### src/rtl/aha_tlx_rev_lane_checker.sv
// Per-lane self-seeding PRBS7 checker for TLX REV data lanes, with lock tracking and error counts.
// Optional loss-of-lock re-seed in LOCKED is enabled by defining AHA_TLX_REV_CHK_LOSS_EN.
module aha_tlx_rev_lane_checker_lane #(
    parameter int LOCK_CNT    = 64,
`ifdef AHA_TLX_REV_CHK_LOSS_EN
    parameter int LOSS_THRESH = 8,
`endif
    parameter int ERR_CNT_W   = 16
) (
    input  logic                 clk_i,
    input  logic                 rst_ni,
    input  logic                 enable_i,
    input  logic                 clr_err_i,
    input  logic                 bit_i,
    output logic [1:0]           state_o,
    output logic                 locked_o,
    output logic [ERR_CNT_W-1:0] err_cnt_o
);
    // One counter serves both the 7-bit seed count and the consecutive-match count.
    localparam int CNT_W = ($clog2(LOCK_CNT) > 3) ? $clog2(LOCK_CNT) : 3;

    typedef enum logic [1:0] {
        ST_IDLE   = 2'd0,
        ST_SEED   = 2'd1,
        ST_CHECK  = 2'd2,
        ST_LOCKED = 2'd3
    } state_e;

    state_e               state_q, state_d;
    logic [6:0]           lfsr_q, lfsr_d;
    logic [CNT_W-1:0]     cnt_q, cnt_d;
    logic [ERR_CNT_W-1:0] err_q, err_d;
    logic                 locked_q;
    logic                 pred, miss;
    logic [6:0]           seed_shift;

    assign pred       = lfsr_q[6] ^ lfsr_q[5];
    assign miss       = bit_i ^ pred;
    assign seed_shift = {lfsr_q[5:0], bit_i};

`ifdef AHA_TLX_REV_CHK_LOSS_EN
    localparam int LOSS_W = $clog2(LOSS_THRESH + 1);
    logic [LOSS_W-1:0] loss_q, loss_d;
`endif

    always_comb begin
        state_d = state_q;
        lfsr_d  = lfsr_q;
        cnt_d   = cnt_q;
        err_d   = err_q;
`ifdef AHA_TLX_REV_CHK_LOSS_EN
        loss_d  = loss_q;
`endif
        if (!enable_i) begin
            state_d = ST_IDLE;
        end else begin
            case (state_q)
                ST_IDLE: begin
                    state_d = ST_SEED;
                    cnt_d   = '0;
                end
                ST_SEED: begin
                    lfsr_d = seed_shift;
                    if (cnt_q == CNT_W'(6)) begin
                        // An all-zero seed would lock the LFSR at zero forever.
                        cnt_d = '0;
                        if (seed_shift != 7'h00) state_d = ST_CHECK;
                    end else begin
                        cnt_d = cnt_q + 1'b1;
                    end
                end
                ST_CHECK: begin
                    lfsr_d = {lfsr_q[5:0], pred};
                    if (miss) begin
                        state_d = ST_SEED;
                        cnt_d   = '0;
                    end else if (cnt_q == CNT_W'(LOCK_CNT - 1)) begin
                        state_d = ST_LOCKED;
                        cnt_d   = '0;
                    end else begin
                        cnt_d = cnt_q + 1'b1;
                    end
                end
                ST_LOCKED: begin
                    lfsr_d = {lfsr_q[5:0], pred};
                    if (miss && (err_q != '1)) err_d = err_q + 1'b1;
`ifdef AHA_TLX_REV_CHK_LOSS_EN
                    if (!miss) begin
                        loss_d = '0;
                    end else if (loss_q == LOSS_W'(LOSS_THRESH - 1)) begin
                        state_d = ST_SEED;
                        cnt_d   = '0;
                    end else begin
                        loss_d = loss_q + 1'b1;
                    end
`endif
                end
                default: state_d = ST_IDLE;
            endcase
        end
`ifdef AHA_TLX_REV_CHK_LOSS_EN
        if (state_d != ST_LOCKED) loss_d = '0;
`endif
        if (clr_err_i) err_d = '0;
    end

    always_ff @(posedge clk_i or negedge rst_ni) begin
        if (!rst_ni) begin
            state_q  <= ST_IDLE;
            lfsr_q   <= '0;
            cnt_q    <= '0;
            err_q    <= '0;
            locked_q <= 1'b0;
        end else begin
            state_q  <= state_d;
            lfsr_q   <= lfsr_d;
            cnt_q    <= cnt_d;
            err_q    <= err_d;
            locked_q <= (state_d == ST_LOCKED);
        end
    end

`ifdef AHA_TLX_REV_CHK_LOSS_EN
    always_ff @(posedge clk_i or negedge rst_ni) begin
        if (!rst_ni) loss_q <= '0;
        else         loss_q <= loss_d;
    end
`endif

    assign state_o   = state_q;
    assign locked_o  = locked_q;
    assign err_cnt_o = err_q;
endmodule


### config.mk
export PLATFORM = sky130hd
export DESIGN_NAME = aha_tlx_rev_lane_checker_lane
export DESIGN_NICKNAME = d
export VERILOG_FILES = /design/src/rtl/aha_tlx_rev_lane_checker.sv
export SDC_FILE = /design/constraint.sdc
export NUM_CORES = 1
export LEC_CHECK = 0
export BUFFER_PORTS_ARGS = -buffer_cell sky130_fd_sc_hd__clkbuf_2
export CORE_AREA = 2 2 66 68
export CTS_BUF_LIST = sky130_fd_sc_hd__clkbuf_8 sky130_fd_sc_hd__clkbuf_16
export DETAILED_ROUTE_END_ITERATION = 16
export DIE_AREA = 0 0 68 70
export PLACE_DENSITY = 0.66
export SYNTH_ARGS = -nofsm -noshare
export SYNTH_HDL_FRONTEND = slang
export SYNTH_SLANG_ARGS = --single-unit
### constraint.sdc
create_clock -name clk_i -period 2.4 [get_ports clk_i]
set_input_delay 0.36 -clock clk_i [delete_from_list [all_inputs] [get_ports clk_i]]
set_output_delay 0.36 -clock clk_i [all_outputs]
set_load 0.02 [all_outputs]
==> results of run 1 <==
per-layer routing:
| metal | GRT usage [%] | wire length [um] |
|---|---|---|
| met5 | 0 | 0 |
| met4 | 6.000 | 27 |
| met3 | 3.543 | 126 |
| met2 | 25.24 | 1709 |
| met1 | 24.87 | 1837 |
layout make-up:
type	instances	area, um^2	area share [%]
Clock inverter	3	42.54	2.000
Timing Repair Buffer	23	115.1	5.412
Inverter	8	30.03	1.412
Clock buffer	5	68.82	3.235
Multi-Input combinational cell	149	1005	47.24
Sequential cell	32	800.8	37.65
Tap cell	52	65.06	3.059
where the power goes:
part	internal [W]	total (W)	leakage (nW)	switching, W
combinational	0.000137	0.000334	0.439	0.000198
clock	0.000307	0.000515	0.0541	0.000208
sequential	0.000603	0.000665	0.439	0.0000625
worst paths after layout:
| path | endpoint | slack (ns) | startpoint |
|---|---|---|---|
| max | cnt_q[0] | 0.50 | lfsr_q[5] |
| min | state_o[0] | 0.16 | rst_ni |
| max reg2reg | cnt_q[0] | 0.50 | lfsr_q[5] |
| min in group clk_i | lfsr_q[0] | 0.45 | bit_i |
| max in group asynchronous | err_cnt_o[15] | 1.74 | rst_ni |
| min reg2reg | lfsr_q[3] | 0.50 | lfsr_q[2] |
cell usage after synthesis, types with 3 or more instances:
cell type and n:
a211oi_1 5, xnor2_1 14, nor2b_1 4, nand3_1 8
nor3_1 8, and3_1 5, o21ai_0 7, a21o_1 3
and4_1 3, nor2_1 18, nand4_1 3, nand2_1 28
ha_1 8, inv_1 8, dfrtp_1 32, o211ai_1 3
a21oi_1 5, buf_2 3
logic make-up (layout without fill, tap and decap cells):
family                     count (synthesis)  count (layout)
buffers and inverters                     14              39
muxes                                      2               2
adders and majority gates                  8               8
AOI/OAI and AO/OA                         35              35
DFF                                       32              32
xor gates and xnor gates                  15              15
and+or+nand+nor                           89              89
critical path, delay by kind of cell, from the launching register on:
| family | cells | cell delay, ns |
|---|---|---|
| DFF | 1 | 0.44 |
| muxes | 1 | 0.18 |
| xor gates and xnor gates | 1 | 0.50 |
| AOI/OAI and AO/OA | 2 | 0.51 |
| and+or+nand+nor | 1 | 0.20 |
sequential cells by signal, indices dropped and copies added (netlist names):
signal and count:
err_cnt_o 16, lfsr_q 7, cnt_q 6, state_o 2
locked_o 1
through the flow:
step	area (um^2)	worst slack (ns)	total power, W	util (%)
floorplan	1862	0.5507	0.0009225	-
global route	2127	0.3611	0.001612	51.33
finish	2127	0.5037	0.001515	51.33
global placement	2016	0.5285	0.001004	48.64
detailed placement	2016	0.5277	0.001010	48.64
CTS	2127	0.5215	0.001538	51.33
cells in the final DEF, fill, tap and decap left out, drive strengths merged, types with 2 or more instances in the layout:
master	count
xnor2	14
inv	8
a311o	2
or3	2
a22o	2
nor2b	4
clkbuf	28
nand4	4
a211oi	5
nand3	9
nand2	28
o21ai	8
o31ai	2
a21oi	6
nor3	8
nor4	3
dfrtp	32
nor4b	2
nor2	18
and3	5
o211ai	3
nand2b	2
and4	3
ha	8
a21o	3
==> flow_summary_export.csv, run 1 <==
group,metric,value,unit
layout,area_delta_synth_final,14.25,%
worst_setup_path,crit_required,2.62,ns
worst_setup_path,cpPeakStageDelay,0.50,ns
layout,drive_gt1_share,17.73,%
synthesis,synth-xor-area-share,7.930,%
synthesis,synth_compound_area_share,14.11,%
synthesis,synth_area_leaders,"dfrtp_1, xnor2_1, nand2_1",
route,vias,1445,
floorplan,row_count,24,
global_route,grt_first_pass_wirelength,6279,um
timing,hold_slack,0.1555,ns
global_route,grt_max_degree,33,
floorplan,core,4144,um^2
worst_setup_path,arrival,2.12,ns
global_route,antenna_found_initial,0,
timing,rsz0062_at_grt,"no",
timing,relSlewSlack,46.67,%
route,drtAntennaViolNets,0,
place,place.gp.congestion,0.8762,
power_and_ir_drop,powerDensity,712.2,nW/um^2
synthesis,mappedNetlistArea,1862,um^2
floorplan,initial_core_util,44.93,%
cts,postCtsSetupBuffers,0,
synthesis,synthFlopType,"dfrtp_1",
timing,maxSlewViolCount,0,
synthesis,avgSynthCellArea,9.548,um^2
cts,clk_latency,0.28,ns
job,cap_violations,0,
synthesis,yosysTopAreaCellShare,43.01,%
route,viasPerCell,5.313,
min_path,hold_path_class,"input pin to asynchronous set/reset pin",
worst_setup_path,cp-start-kind,"flip-flop",
synthesis,synth-simple-area-share,25.40,%
layout,n_antenna_cell,0,
cts,cts_made_buffers,5,
synthesis,synth-seq-cells,32,
cts,cts.sinks,32,
synthesis,ys_seq_area_share,43.01,%
synthesis,synth_fp_nets,208,
timing,worst_pin_slew,0.8000,ns
synthesis,netlist_instances,195,
outcome,outcome,"finished clean",
worst_setup_path,worstSetupPathType,"flip-flop to flip-flop",
cts,ctsHoldBuffers,0,
place,dp_hpwl,2551,um
worst_setup_path,crit_chain,"xor3_2 > a311oi_1 > o21ai_1 > nor2_1 > mux2_2",
layout,n_fill_cell,383,
route,wl_per_cell,13.60,um
cts,cts_resized,0,
worst_setup_path,critPathCaptureType,"flip-flop",
timing,report.final.hold_viol_count,0,
worst_setup_path,cp_slowest_cell,"xor3_2",
route,remaining_drc_errors,0,
cts,cts_tree,"yes",
worst_setup_path,cp_max_fo,6,
global_route,track_usage,17.18,%
synthesis,synth_edf_count,0,
floorplan,die_area,4760,um^2
synthesis,synthMuxAreaShare,1.142,%
timing,period_share,79.01,%
place,io_buffers,23,
synthesis,yosys.area.top_type,"dfrtp_1",
cts,clockBufferDepth,2,
synthesis,synth_top_family_by_area,"simple AND/OR/NAND/NOR gates",
cts,cts_max_level,2,
floorplan,fp.dieW,68,um
timing,fmax,527.3,MHz
cts,clk_pin_slew_worst_paths,0.07,ns
power_and_ir_drop,vdd_drop_max,0.0002981,V
route,dr.pass1.iters,4,
layout,fin_cells,272,
timing,finalCriticalPeriod,1.896,ns
synthesis,synth_adder_area_share,5.376,%
layout,fin_nets,232,
synthesis,yosysWarnings,0,
timing,setup_violations,0,
global_route,grt_pass1_vias,1342,
timing,finalSetupTns,0,ns
timing,finClkSkew,0.004329,ns
floorplan,ios,24,
route,routed_wl,3700,um
place,place_inst,264,
worst_setup_path,rr_worst_depth,5,
cts,cts_root_buf,"clkbuf_8",
global_route,gr-total-overflow,0,
synthesis,synthArstFlopShare,100.0,%
power_and_ir_drop,total_leakage_power,0.9321,nW
synthesis,ys_types,41,
floorplan,die_h,70,um
route,initialDrtViolationCount,101,
No activity file was read; power rests on OpenSTA's default activity.
==> inputs of run 2 (changes only) <==
Settings changed: PLACE_DENSITY 0.66 to 0.69.
Clock period 2.4 ns to 1.7 ns, I/O delays scaled along.
==> run 2 against run 1 <==
Against the previous run:
- the flow now finishes with violations (negative setup slack)
- first-iteration DRC count fell by 9.9%
- final cell count increased by 13%
- total power is 57% higher
==> flow_summary_export.csv, run 2 (same netlist as run 1, synthesis figures left out) <==
group,metric,value,unit
floorplan,fp.dieW,68,um
min_path,hold_path_class,"input pin to flip-flop",
layout,drive_gt1_share,39.37,%
layout,final_common_cell,"buf_4",
route,remaining_drc_errors,0,
global_route,met1_usage,26.93,%
worst_setup_path,cp-start-kind,"flip-flop",
timing,rsz0062_at_grt,"yes",
timing,finalCriticalPeriod,1.753,ns
route,vias,1655,
worst_setup_path,cpPeakStageDelay,0.49,ns
global_route,gr-total-overflow,0,
floorplan,row_count,24,
worst_setup_path,cp_top_family,"compound AO/OA/AOI/OAI gates",
route,dr.pass1.iters,4,
global_route,track_usage,20.32,%
cts,cts_made_buffers,5,
route,wl_per_cell,14.39,um
floorplan,core,4144,um^2
place,dp_hpwl,3010,um
timing,relSlewSlack,73.75,%
cts,clk_latency,0.28,ns
timing,period_share,103.1,%
worst_setup_path,crit_required,1.85,ns
power_and_ir_drop,powerDensity,926.7,nW/um^2
power_and_ir_drop,swShare,29.64,%
global_route,busiest_layer,"met2",
outcome,violations,"negative setup slack",
cts,clk_pin_slew_worst_paths,0.07,ns
cts,clockBufferDepth,2,
cts,cts_root_buf,"clkbuf_8",
floorplan,ios,24,
power_and_ir_drop,combPwrFrac,27.2,%
global_route,met2_usage,32.47,%
worst_setup_path,crit_chain,"xor3_2 > a311o_1 > o211ai_1 > o211ai_1 > nor4b_2",
worst_setup_path,cp_slowest_cell,"xor3_2",
layout,fin_nets,266,
place,place.gp.congestion,0.9047,
floorplan,die_area,4760,um^2
layout,largest_reg_flops,16,
worst_setup_path,cp_max_fo,6,
cts,cts_tree,"yes",
power_and_ir_drop,seq_power_share,39.1,%
worst_setup_path,path_common_cell,"o211ai_1",
timing,maxSlewViolCount,0,
global_route,grt_first_pass_wirelength,7452,um
global_route,antenna_found_initial,0,
floorplan,die_h,70,um
route,initialDrtViolationCount,91,
worst_setup_path,reg2reg_from,"lfsr_q[5]",
min_path,hold_start,"bit_i",
worst_setup_path,worstSetupPathType,"flip-flop to flip-flop",
power_and_ir_drop,clkPwrFrac,33.7,%
layout,n_antenna_cell,0,
timing,layout_setup_ws,-0.05293,ns
global_route,grt_max_degree,20,
worst_setup_path,arrival,1.90,ns
worst_setup_path,critPathCaptureType,"flip-flop",
timing,report.final.hold_viol_count,0,
floorplan,initial_core_util,44.93,%
cts,cts_max_level,2,
worst_setup_path,cp_num_buf_inv,0,
timing,worst_pin_slew,0.3937,ns
layout,layout_common_cells,"buf_4, nand2_1, dfrtp_1",
worst_setup_path,critical_path.startpoint,"lfsr_q[5]",
timing,fmax,570.5,MHz
power_and_ir_drop,total_leakage_power,1.110,nW
job,cap_violations,0,
power_and_ir_drop,switching_power,0.0007027,W
power_and_ir_drop,p_int,0.001668,W
cts,cts.sinks,32,
route,viasPerCell,5.408,
route,routed_wl,4403,um
outcome,outcome,"finished with violations",
place,io_buffers,23,
timing,finalSetupTns,-0.06358,ns
global_route,grt_pass1_vias,1664,
timing,finClkSkew,0.003580,ns
timing,setup_violations,3,
global_route,grtUsageMet3,4.670,%
power_and_ir_drop,vdd_drop_max,0.0005084,V
layout,final_util,61.75,%
route,drtAntennaViolNets,0,
layout,area_delta_synth_final,37.43,%
-- run 2: what timing repair did --
item,CTS,global route
endpoints found under the setup margin,16,20
buffers inserted,3,2
hold buffers,1,0
gates resized for setup,12,19
endpoints found under the hold margin,13,0
pin swaps,7,9
-- run 2: worst min-delay path, delay by kind of cell --
family          cells  cell delay (ns)
compound gates      1             0.13
buf+inv             1             0.10
simple gates        1             0.07
-- run 2: routing by layer --
layer / vias up / wire length (um) / share of wire (%)
li1: 817 / - / -
met1: 795 / 1944 / 44
met2: 39 / 2275 / 52
met3: 4 / 144 / 3.3
met4: 0 / 38 / 0.86
met5: - / 0 / 0
-- run 2: layout make-up --
| cell class | instances | area, um^2 |
|---|---|---|
| clock inverters | 1 | 30.03 |
| fillers | 355 | 1585 |
| clock buffers | 7 | 96.34 |
| well taps | 52 | 65.06 |
| flip-flops and latches | 32 | 808.3 |
| repair buffers | 57 | 385.4 |
| multi-input cells | 149 | 1144 |
| inverters | 8 | 30.03 |
-- run 2: per-stage QoR --
stage / std cells / power (W) / instance area [um^2] / setup WS, ns / hold WS, ns
6_report: 306 / 0.002371 / 2559 / -0.05293 / 0.3125
3_5_place_dp: 292 / 0.001484 / 2258 / -0.09860 / 0.2004
3_3_place_gp: 292 / 0.001472 / 2258 / -0.04819 / 0.1951
4_1_cts: 304 / 0.002353 / 2461 / -0.007264 / 0.3067
5_1_grt: 306 / 0.002521 / 2559 / -0.1276 / 0.3302
2_1_floorplan: 195 / 0.001305 / 1888 / -0.02257 / -0.04059
-- run 2: final timing paths --
kind	to	slack (ns)	cells past startpoint
worst max-delay path	locked_o	-0.05	5
worst min-delay path	lfsr_q[0]	0.31	3
max in group asynchronous	state_o[0]	0.84	3
min in group asynchronous	cnt_q[0]	0.43	2
worst max register to register	locked_o	-0.05	5
worst min register to register	lfsr_q[5]	0.50	2
-- run 2: power groups by stage --
stage / Combinational, W / Sequential, W / Clock [W]
final: 0.000644 / 0.000927 / 0.000800
after global routing: 0.000719 / 0.000940 / 0.000862
after CTS: 0.000599 / 0.000931 / 0.000823
after detailed placement: 0.000537 / 0.000947 / 0
after global placement: 0.000529 / 0.000943 / 0
after floorplan: 0.000355 / 0.000950 / 0
